### src/rtl/vid_world_pipe.sv
// Purpose: maps pixel row/col to a world-map address and aligns sync/blank/region flags with the returned map pixel.
// Latency: MAP_LAT+1 clocks input-to-output; world_addr is registered one clock after the pixel inputs.
// Backpressure: none; a free-running pixel stream. Optional test pattern: define VID_WORLD_PIPE_TESTPAT_EN.
module vid_world_pipe #(
   parameter int MAP_LAT         = 1,
   parameter int SCALE_SHIFT     = 2,
   parameter int WORLD_BITS      = 7,
   parameter int SYNC_ACTIVE_LOW = 1
) (
   input  logic                      clock,
   input  logic                      rst_n,
`ifdef VID_WORLD_PIPE_TESTPAT_EN
   input  logic                      testpat_sel,
`endif
   input  logic                      horiz_sync_in,
   input  logic                      vert_sync_in,
   input  logic                      video_on_in,
   input  logic [9:0]                pixel_row,
   input  logic [9:0]                pixel_column,
   output logic [2*WORLD_BITS-1:0]   world_addr,
   input  logic [1:0]                world_pixel_in,
   output logic                      horiz_sync_out,
   output logic                      vert_sync_out,
   output logic                      video_on_out,
   output logic [1:0]                world_pixel_out,
   output logic                      in_world,
   output logic                      frame_start,
   output logic [15:0]               frame_count
);

   // Flag pipe depth: stage 0 plus MAP_LAT more registers, the last being the output register.
   // The map pixel arrives MAP_LAT clocks after world_addr, i.e. in the same clock as the last
   // flag stage, so world_pixel_out is a mask of world_pixel_in by the registered window flag.
   localparam int          N        = MAP_LAT + 1;
   localparam int          LIM_W    = SCALE_SHIFT + WORLD_BITS;
   localparam logic [31:0] LIMIT    = 32'd1 << LIM_W;
   localparam logic        SYNC_IDL = (SYNC_ACTIVE_LOW != 0);
   localparam logic        SYNC_ACT = ~SYNC_IDL;

   logic [N-1:0] r_hs;
   logic [N-1:0] r_vs;
   logic [N-1:0] r_von;
   logic [N-1:0] r_win;
   // Marks stages holding genuinely sampled data; stays low while the pipe refills after reset.
   logic [N-1:0] r_vld;
   logic [2*WORLD_BITS-1:0] r_addr;
   logic         r_fs;
   logic [15:0]  r_frame_count;
   logic         w_win0;
   logic         w_vs_rise;
   logic [31:0]  w_row_ext;
   logic [31:0]  w_col_ext;

   assign w_row_ext = {22'd0, pixel_row};
   assign w_col_ext = {22'd0, pixel_column};
   assign w_win0    = video_on_in && (w_row_ext < LIMIT) && (w_col_ext < LIMIT);

   // Stage 0 address register and the flag delay line.
   always_ff @(posedge clock or negedge rst_n) begin
      if (!rst_n) begin
         r_addr <= '0;
         r_hs   <= {N{SYNC_IDL}};
         r_vs   <= {N{SYNC_IDL}};
         r_von  <= '0;
         r_win  <= '0;
         r_vld  <= '0;
      end else begin
         r_addr <= {pixel_row[LIM_W-1:SCALE_SHIFT], pixel_column[LIM_W-1:SCALE_SHIFT]};
         r_hs   <= {r_hs[N-2:0],  horiz_sync_in};
         r_vs   <= {r_vs[N-2:0],  vert_sync_in};
         r_von  <= {r_von[N-2:0], video_on_in};
         r_win  <= {r_win[N-2:0], w_win0};
         r_vld  <= {r_vld[N-2:0], 1'b1};
      end
   end

   // A rise is counted only when both the old and new output vsync values were really sampled,
   // so the reset-level-to-held-active step during refill never looks like a new frame.
   assign w_vs_rise = r_vld[N-2] && r_vld[N-1] &&
                      (r_vs[N-2] == SYNC_ACT) && (r_vs[N-1] == SYNC_IDL);

   // Frame-start pulse (coincident with vert_sync_out going active) and frame counter.
   always_ff @(posedge clock or negedge rst_n) begin
      if (!rst_n) begin
         r_fs          <= 1'b0;
         r_frame_count <= 16'd0;
      end else begin
         r_fs <= w_vs_rise;
         if (w_vs_rise) begin
            r_frame_count <= r_frame_count + 16'd1;
         end
      end
   end

`ifdef VID_WORLD_PIPE_TESTPAT_EN
   // Checkerboard select bit (row_cell[3] ^ col_cell[3]) carried alongside the flags.
   logic [N-1:0] r_tp;
   always_ff @(posedge clock or negedge rst_n) begin
      if (!rst_n) begin
         r_tp <= '0;
      end else begin
         r_tp <= {r_tp[N-2:0], pixel_row[SCALE_SHIFT+3] ^ pixel_column[SCALE_SHIFT+3]};
      end
   end

   // Mask the map pixel outside the world; substitute the checkerboard when selected.
   always_comb begin
      world_pixel_out = 2'b00;
      if (r_win[N-1]) begin
         if (testpat_sel) begin
            world_pixel_out = r_tp[N-1] ? 2'b01 : 2'b10;
         end else begin
            world_pixel_out = world_pixel_in;
         end
      end
   end
`else
   // Mask the map pixel outside the world and during blanking.
   always_comb begin
      world_pixel_out = 2'b00;
      if (r_win[N-1]) begin
         world_pixel_out = world_pixel_in;
      end
   end
`endif

   assign world_addr     = r_addr;
   assign horiz_sync_out = r_hs[N-1];
   assign vert_sync_out  = r_vs[N-1];
   assign video_on_out   = r_von[N-1];
   assign in_world       = r_win[N-1];
   assign frame_start    = r_fs;
   assign frame_count    = r_frame_count;

endmodule

### config.mk
export PLATFORM = sky130hd
export DESIGN_NAME = vid_world_pipe
export DESIGN_NICKNAME = d
export VERILOG_FILES = /design/src/rtl/vid_world_pipe.sv
export SDC_FILE = /design/constraint.sdc
export NUM_CORES = 1
export LEC_CHECK = 0
export CAP_MARGIN = 20
export CORE_MARGIN = 3
export CORE_UTILIZATION = 34
export CTS_BUF_LIST = sky130_fd_sc_hd__clkbuf_8
export DETAILED_ROUTE_END_ITERATION = 8
export GPL_ROUTABILITY_DRIVEN = 1
export MAX_ROUTING_LAYER = met4
export PLACE_DENSITY = 0.72
export SLEW_MARGIN = 20
export SYNTH_ARGS = -nofsm -noshare
export SYNTH_HDL_FRONTEND = slang
export SYNTH_SLANG_ARGS = --single-unit
### constraint.sdc
create_clock -name clock -period 1.33 [get_ports clock]
set_input_delay 0.133 -clock clock [delete_from_list [all_inputs] [get_ports clock]]
set_output_delay 0.133 -clock clock [all_outputs]
set_load 0.01 [all_outputs]
==> results by group, run 1 <==
Run status
  • Outcome: finished, violations left
  • Failing checks: setup timing

STA
  • RSZ-0062 raised after global routing: yes
  • Highest clock rate: 0.7504 GHz
  • Final setup fails: 2
  • Period utilization: 100.2%
  • Final min period: 1.333 ns
  • Post-route setup slack: -0.002563 ns
  • Fin. Hold Viols: 0
  • Worst Skew: 0.008160 ns
  • Fin. max-slew vios: 0

Clock network
  • TritonCTS Sinks: 41
  • Later-pin clock latency in the skew report: 0.29 ns
  • Longest Clk Path Bufs: 2
  • Cts bufs inserted: 5
  • CTS tree: done
  • Root buf cell: clkbuf_8
  • Worst-path clk slew: 0.08 ns
  • H-tree Lvls: 2

Global routing
  • GRT Residual Overflow: 0
  • Total track usage: 15.25%
  • Largest net degree at the start of global routing: 25
  • Initial antenna violation count: 0
  • First-pass GRT wire length: 5.526 mm
  • Number of global-route vias before repair: 1146

Critical path
  • CP arrival: 1.54 ns
  • Required time worst endpoint: 1.54 ns
  • Worst-path cell chain: nand4b_4 > clkinv_4 > nand3_4 > nor3_2 > xor2_1
  • Top delay family on crit path: flip-flops
  • CP Launch Type: flop
  • CP endpoint kind: flop
  • CP Buf/Inv Count: 1
  • Crit-path slowest cell: dfstp_2
  • CP Max Fanout: 4
  • Crit path kind: flop to flop
  • Crit path largest cell delay: 0.56 ns

Route
  • Via count: 1005
  • Drt first pass iters: 2
  • DRC viols: 0
  • Average wire per standard cell: 14.11 microns
  • Routed vias/inst: 4.351
  • Final antenna-violating net count: 0
  • Drt total wl: 3.260 mm
  • Initial DRC count: 47

Final layout
  • Commonest cells after routing, fill and taps aside: 37 x dfrtp_1, 25 x clkdlybuf4s50_1, 22 x buf_4
  • Most common cell after layout, fill and taps aside: dfrtp_1
  • Fillers: 308
  • Area Growth Syn to Fin: 70.05%
  • Design area: 2409 sq um
  • Nets: 210
  • Layout cells sized above 1: 28.42%
  • Antenna fix cells: 0

Die
  • Die X-Extent: 70.54 microns
  • Rows: 22
  • Die area: 4976 sq um
  • Core area: 3826 sq um
  • Initial core utilization: 37.02%
  • I/O pins: 64
  • Die Ht: 70.54 microns

Power
  • Leakage: 1.335 nW
  • Net switching power: 0.7038 mW
  • Register share of total power: 52.8%
  • Power Density: 1108 nW/um^2
  • Internal power: 1.966 mW
  • Switching share of power: 26.36%
  • Clock power share: 29.8%
  • Logic pwr share: 17.4%
  • Max IR drop VDD: 0.0009870 V

Logic synthesis
  • Seq/Total Area, Yosys: 72.79%
  • Flops & latches, synth: 41
  • Syn avg cell area: 15.23 sq um
  • Synth unique cells: 22
  • Synth Net Count: 121
  • Synth Instances: 93
  • Mapped cell area: 1416 sq um
  • Yosys warns: 0

Place
  • Placed Area: 2212 sq um
  • I/O Buffers: 59
  • Pre-CTS WS: -0.04754 ns
  • GP Congestion: 0.7166
  • DPL Wire Length: 2.484 mm

Job
  • Max Cap Viol: 0

Min path
  • Type of the tightest min-delay check: input port to flop
[layout make-up]
type	count	area [sq um]	share of cell area (%)
multi-input combinational	49	434.2	18.03
clock buffer	5	68.82	2.857
timing repair buffer	82	775.7	32.21
clock inverter	3	22.52	0.9351
sequential	41	1031	42.81
inverter	3	16.27	0.6753
tap	48	60.06	2.494
[sequential cells by signal, indices dropped and copies added, names as in the netlist]
name / cells
frame_count: 16
r_vld: 2
world_addr: 14
r_win: 2
r_vs: 2
r_von: 2
frame_start: 1
r_hs: 2
[stage by stage]
| stage | setup TNS (ns) | total power [mW] | hold slack, ns | utilization, % | instances |
|---|---|---|---|---|---|
| 2_1_floorplan | 0 | 1.563 | -0.1626 | - | 93 |
| 3_3_place_gp | -0.05824 | 1.867 | 0.07219 | 57.82 | 215 |
| 3_5_place_dp | -0.1680 | 1.883 | 0.08310 | 57.82 | 215 |
| 4_1_cts | -0.08167 | 2.690 | 0.2270 | 61.41 | 231 |
| 5_1_grt | -0.8047 | 2.834 | 0.2202 | 62.95 | 231 |
| 6_report | -0.005005 | 2.670 | 0.2431 | 62.95 | 231 |
[Yosys cell counts, drive strengths merged]
master   n  area, sq um
conb     1        3.750
nor4     2        33.78
ha       1        12.51
dfrtp   37        925.9
and2     2        12.51
and3     2        12.51
clkinv   1        5.000
nor3b    1        7.510
dfstp    4        105.1
nand3    9        62.56
inv      2        7.510
nand4b   1        23.77
xor2     6        52.55
nand4    1        12.51
nor3     2        15.01
nor2     3        11.26
nand2    9        33.78
xnor2    9        78.83
[path summary, 6_finish.rpt]
path,cells after the start,endpoint,startpoint,slack [ns]
setup / recovery,5,frame_count[10],r_vs[1],-0.003
hold / removal,1,r_hs[0],horiz_sync_in,0.24
setup reg to reg,5,frame_count[10],r_vs[1],-0.003
hold reg to reg,0,r_win[1],r_win[0],0.36
max in group asynchronous,3,frame_count[1],rst_n,0.58
min in group asynchronous,2,world_addr[10],rst_n,0.29
[logic make-up (layout without fill, tap and decap cells)]
| family | count (synthesis) | count (layout) | synth area share (%) |
|---|---|---|---|
| xor gates and xnor gates | 15 | 15 | 9.276 |
| adders and majority gates | 1 | 1 | 0.8833 |
| buffers and inverters | 3 | 93 | 0.8833 |
| DFF | 41 | 41 | 72.79 |
| other | 1 | 1 | 0.2648 |
| and+or+nand+nor | 32 | 32 | 15.90 |
[power groups by stage]
stage	combinational, mW	clock, mW	sequential, mW
final	0.464	0.797	1.41
after global routing	0.509	0.905	1.42
after CTS	0.459	0.831	1.40
after detailed placement	0.449	0	1.43
after global placement	0.438	0	1.43
after floorplan	0.0887	0	1.47
[repair_timing]
item | 4_1_cts | 5_1_grt
endpoints found under the hold margin | 13 | 0
pin swaps | 7 | 2
setup buffers | 7 | 1
hold buffers | 1 | 0
setup endpoints to repair | 31 | 25
resized for setup | 24 | 18
[routing by layer]
metal  part of all wire [%]  global-route usage, %  wire length (microns)  vias to the layer above
met3                    5.6                  5.540                    184                        6
met5                      0                      -                      0                        -
met1                     38                  16.93                   1224                      491
li1                       -                      -                      -                      477
met2                     55                  25.57                   1803                       31
met4                    1.5                  5.010                     48                        0
No activity file was read; power rests on OpenSTA's default activity.
==> run 2, diff against run 1 <==
--- a/config.mk
+++ b/config.mk
@@ -13,6 +13,7 @@
 export GPL_ROUTABILITY_DRIVEN = 1
 export MAX_ROUTING_LAYER = met4
 export PLACE_DENSITY = 0.72
+export SETUP_SLACK_MARGIN = 0.1
 export SLEW_MARGIN = 20
 export SYNTH_ARGS = -nofsm -noshare
 export SYNTH_HDL_FRONTEND = slang
==> run 2 against run 1 <==
Compared with the run above:
- the flow still finishes with violations (setup timing)
- clock power grew 30%
- critical path depth is the same
- sequential power about the same
- wire length down 6.1%
- cell count shrank 0.43%
- fmax shrank 2.9%
- global-route usage down 1.3 points
- critical path type unchanged
- critical endpoint is now frame_count[5]
==> results by group, run 2 (same netlist as run 1, synthesis figures left out) <==
Die
  • Initial core utilization: 37.02%
  • I/O pins: 64
  • Die area: 4976 sq um
  • Die X-Extent: 70.54 microns
  • Core area: 3826 sq um
  • Die Ht: 70.54 microns
  • Rows: 22

Final layout
  • Area Growth Syn to Fin: 68.55%
  • Final core occ: 62.39%
  • Most common cell after layout, fill and taps aside: dfrtp_1
  • Commonest cells after routing, fill and taps aside: 35 x dfrtp_1, 26 x dlygate4sd2_1, 21 x clkdlybuf4s50_1
  • Max reg flops: 16
  • Antenna fix cells: 0
  • Nets: 209
  • Layout cells sized above 1: 32.97%

STA
  • RSZ-0062 raised after global routing: yes
  • Period utilization: 103.2%
  • Highest clock rate: 0.7288 GHz
  • Fin Hold WS: 0.2458 ns
  • Fin. Hold Viols: 0
  • Post-route setup slack: -0.04204 ns
  • Fin. max-slew vios: 0
  • Final setup fails: 2
  • Final min period: 1.372 ns
  • Worst Skew: 0.005322 ns

Global routing
  • Largest net degree at the start of global routing: 22
  • M3 GR Usage: 4.688%
  • Met2 usage: 23.49%
  • First-pass GRT wire length: 5.237 mm
  • Total track usage: 13.93%
  • Busiest grt layer: met2
  • GR Util met1: 16.23%
  • Initial antenna violation count: 0
  • Number of global-route vias before repair: 1105
  • GRT Residual Overflow: 0

Power
  • Power Density: 1190 nW/um^2
  • Leakage: 1.220 nW
  • Max IR drop VDD: 0.001070 V

Clock network
  • Root buf cell: clkbuf_8
  • H-tree Lvls: 2
  • TritonCTS Sinks: 41
  • Cts bufs inserted: 5
  • Longest Clk Path Bufs: 2
  • Later-pin clock latency in the skew report: 0.29 ns
  • Worst-path clk slew: 0.08 ns
  • CTS tree: done

Critical path
  • CP arrival: 1.59 ns
  • Crit path kind: flop to flop
  • Required time worst endpoint: 1.55 ns
  • CP Launch Type: flop
  • CP endpoint kind: flop
  • CP Max Fanout: 4

Route
  • Initial DRC count: 25
  • Average wire per standard cell: 13.30 microns
  • Drt first pass iters: 4
  • Via count: 1005
  • DRC viols: 0
  • Final antenna-violating net count: 0
  • Drt total wl: 3.060 mm
  • Routed vias/inst: 4.370

Run status
  • Outcome: finished, violations left
  • Failing checks: setup timing

Min path
  • Type of the tightest min-delay check: input port to flop

Place
  • I/O Buffers: 59
  • DPL Wire Length: 2.369 mm
  • GP Congestion: 0.7153

Job
  • Max Cap Viol: 0
-- run 2: report_power, final --
part	switching (mW)	internal, mW
sequential	0.0695	1.34
clock	0.427	0.610
combinational	0.186	0.213
total	0.683	2.16
-- run 2: worst max-delay path, stage by stage (launching register included) --
cell and delay, ns:
dfstp_2 0.56, nand4b_4 0.15, buf_4 0.18, nor2_4 0.09, and3_4 0.18, xor2_1 0.13
-- run 2: through the flow --
stage	power (mW)	setup WS (ns)	TNS [ns]	area (sq um)	cells
after floorplan	1.563	0.01180	0	1446	93
after global placement	1.869	-0.02256	-0.04440	2210	214
after detailed placement	1.881	-0.06390	-0.1224	2210	214
after CTS	2.872	-0.02411	-0.08123	2380	228
after global routing	2.982	-0.1110	-0.7742	2387	230
final	2.842	-0.04204	-0.04412	2387	230
-- run 2: layer usage --
| metal | wire length (microns) | up-vias | part of all wire, % |
|---|---|---|---|
| li1 | - | 480 | - |
| met1 | 1242 | 490 | 41 |
| met2 | 1611 | 33 | 53 |
| met3 | 175 | 2 | 5.7 |
| met4 | 31 | 0 | 1.0 |
| met5 | 0 | - | 0 |
-- run 2: final timing paths --
kind,from,endpoint,slack (ns),depth (start not counted)
max,r_vs[1],frame_count[5],-0.04,5
min,horiz_sync_in,r_hs[0],0.25,1
max reg2reg,r_vs[1],frame_count[5],-0.04,5
min reg2reg,r_win[0],r_win[1],0.35,0
max in group asynchronous,rst_n,r_vs[0],0.44,3
min in group asynchronous,rst_n,world_addr[11],0.33,2
-- run 2: area by class of cell --
class	count	area (sq um)
Clock buffer	6	82.58
Clock inverter	2	37.54
Fill cell	301	1439
Inverter	3	16.27
Multi-Input combinational cell	49	446.7
Sequential cell	41	1033
Tap cell	48	60.06
Timing Repair Buffer	81	710.7
-- run 2: repair_timing --
item	4_1_cts	5_1_grt
endpoints found under the hold margin	18	0
resized for setup	58	10
buffers inserted	5	2
gates cloned	0	0
pin swaps	14	2
hold buffers	1	0
setup endpoints to repair	49	21
==> run 3, diff against run 2 <==
--- a/config.mk
+++ b/config.mk
@@ -7,12 +7,12 @@
 export LEC_CHECK = 0
 export CAP_MARGIN = 20
 export CORE_MARGIN = 3
-export CORE_UTILIZATION = 34
-export CTS_BUF_LIST = sky130_fd_sc_hd__clkbuf_8
+export CORE_UTILIZATION = 40
 export DETAILED_ROUTE_END_ITERATION = 8
+export DONT_BUFFER_PORTS = 1
 export GPL_ROUTABILITY_DRIVEN = 1
 export MAX_ROUTING_LAYER = met4
-export PLACE_DENSITY = 0.72
+export PLACE_DENSITY = 0.58
 export SETUP_SLACK_MARGIN = 0.1
 export SLEW_MARGIN = 20
 export SYNTH_ARGS = -nofsm -noshare
==> run 3 against run 2 <==
Compared with the run above:
- the run still ends with setup timing left
- largest cell class unchanged
- die area decreased by 14%
- critical path type unchanged
- sequential share of layout area increased by 8.1 points
- register-to-register slack improved by 0.04 ns
- flip-flop and latch count unchanged
==> results by group, run 3 (same netlist as run 1, synthesis figures left out) <==
Run status
  • Outcome: finished, violations left
  • Failing checks: setup timing

Die
  • Core area: 3203 sq um
  • I/O pins: 64
  • Die X-Extent: 65.51 microns
  • Die Ht: 65.51 microns
  • Initial core utilization: 44.22%
  • Die area: 4291 sq um
  • Rows: 20

STA
  • Final min period: 1.331 ns
  • Fin. Hold Viols: 0
  • Post-route setup slack: -0.001182 ns
  • Worst Skew: 0.01856 ns
  • RSZ-0062 raised after global routing: yes
  • Fin. max-slew vios: 0
  • Final setup fails: 1
  • Period utilization: 100.1%
  • Highest clock rate: 0.7512 GHz
  • Fin Hold WS: 0.2411 ns

Final layout
  • Register area: 1036 sq um
  • Footprint of the multi-input gates: 432.9 sq um
  • Design area: 2017 sq um
  • Area Growth Syn to Fin: 42.40%
  • Nets: 171
  • Most common cell after layout, fill and taps aside: dfrtp_1
  • Antenna fix cells: 0
  • Fillers: 266
  • Commonest cells after routing, fill and taps aside: 33 x dfrtp_1, 20 x dlygate4sd3_1, 19 x buf_4
  • Layout cells sized above 1: 36.81%
  • Max reg flops: 16

Critical path
  • CP Max Fanout: 4
  • Cells on worst reg2reg path: 5
  • Required time worst endpoint: 1.55 ns
  • CP startpoint: r_vs[1]
  • Crit path kind: flop to flop
  • CP Launch Type: flop
  • Reg-to-reg endpoint: frame_count[8]
  • Worst r2r src: r_vs[1]
  • CP arrival: 1.55 ns
  • CP endpoint kind: flop
  • R2R Setup Slk: -0.001 ns
  • Critical path destination: frame_count[8]

Global routing
  • Total track usage: 14.66%
  • Largest net degree at the start of global routing: 42
  • Number of global-route vias before repair: 983
  • GRT Residual Overflow: 0
  • Initial antenna violation count: 0
  • First-pass GRT wire length: 4.498 mm

Clock network
  • Root buf cell: clkbuf_4
  • Cts bufs inserted: 5
  • TritonCTS Sinks: 41
  • Worst-path clk slew: 0.13 ns
  • Longest Clk Path Bufs: 2
  • CTS tree: done
  • Later-pin clock latency in the skew report: 0.34 ns
  • H-tree Lvls: 2

Place
  • GP Congestion: 0.7765
  • DPL Wire Length: 1.829 mm
  • Placed Area: 1659 sq um
  • I/O Buffers: 0

Route
  • DRC viols: 0
  • Final antenna-violating net count: 0
  • Average wire per standard cell: 13.97 microns
  • Via count: 899
  • Routed vias/inst: 4.782
  • Drt first pass iters: 2
  • Initial DRC count: 14
  • Drt total wl: 2.627 mm

Job
  • Max Cap Viol: 0

Min path
  • Type of the tightest min-delay check: input port to async pin

Power
  • Power Density: 1266 nW/um^2
  • Max IR drop VDD: 0.0009158 V
  • Leakage: 0.9795 nW
run 3: worst min-delay path by stage:
| stage | end | slack (ns) |
|---|---|---|
| final | frame_count[14] | 0.24 |
| after floorplan | frame_count[0] | -0.16 |
| after global routing | frame_count[14] | 0.25 |
| after global placement | world_addr[6] | -0.16 |
| after CTS | world_addr[10] | 0.22 |
| after detailed placement | world_addr[6] | -0.16 |
run 3: layout make-up:
cell class / instances / area share (%)
flip-flops and latches: 41 / 51.36
multi-input cells: 49 / 21.46
repair buffers: 43 / 19.67
well taps: 44 / 2.730
clock buffers: 6 / 2.047
clock inverters: 2 / 1.923
inverters: 3 / 0.8065
run 3: worst max-delay path, stage by stage (launching register included):
cell,delay (ns)
dfstp_2,0.57
nand4b_4,0.15
clkinv_4,0.09
and3_4,0.21
nand3_4,0.07
xnor2_2,0.13
run 3: what timing repair did:
| item | 4_1_cts | 5_1_grt |
|---|---|---|
| gates resized for setup | 6 | 5 |
| setup buffers | 0 | 1 |
| pin swaps | 4 | 3 |
| hold buffers | 21 | 0 |
| endpoints found under the setup margin | 12 | 16 |
| endpoints found under the hold margin | 59 | 0 |
run 3: where the power goes:
group	leakage (nW)	internal [mW]	switching, mW	total (mW)
logic	0.432	0.181	0.170	0.351
clock network	0.0424	0.401	0.390	0.790
registers	0.505	1.34	0.0735	1.41
total	0.979	1.92	0.633	2.55
run 3: through the flow:
step           instances  worst slack (ns)  power (mW)  setup TNS [ns]  util, %
2_1_floorplan         93           0.01180       1.563               0        -
3_3_place_gp         158          -0.01043       1.684        -0.01043    51.80
3_5_place_dp         158          -0.04569       1.697        -0.05296    51.80
4_1_cts              187          -0.02076       2.574        -0.04356    62.30
5_1_grt              188          -0.07018       2.697         -0.5705    62.97
6_report             188         -0.001182       2.553       -0.001182    62.97
run 3: layer usage:
metal	wire, microns	global-route usage [%]	up-vias	share of wire, %
met5	0	-	-	0
li1	-	-	411	-
met3	242	6.496	4	9.2
met2	1436	24.02	38	55
met4	25	6.995	0	0.95
met1	922	15.05	446	35
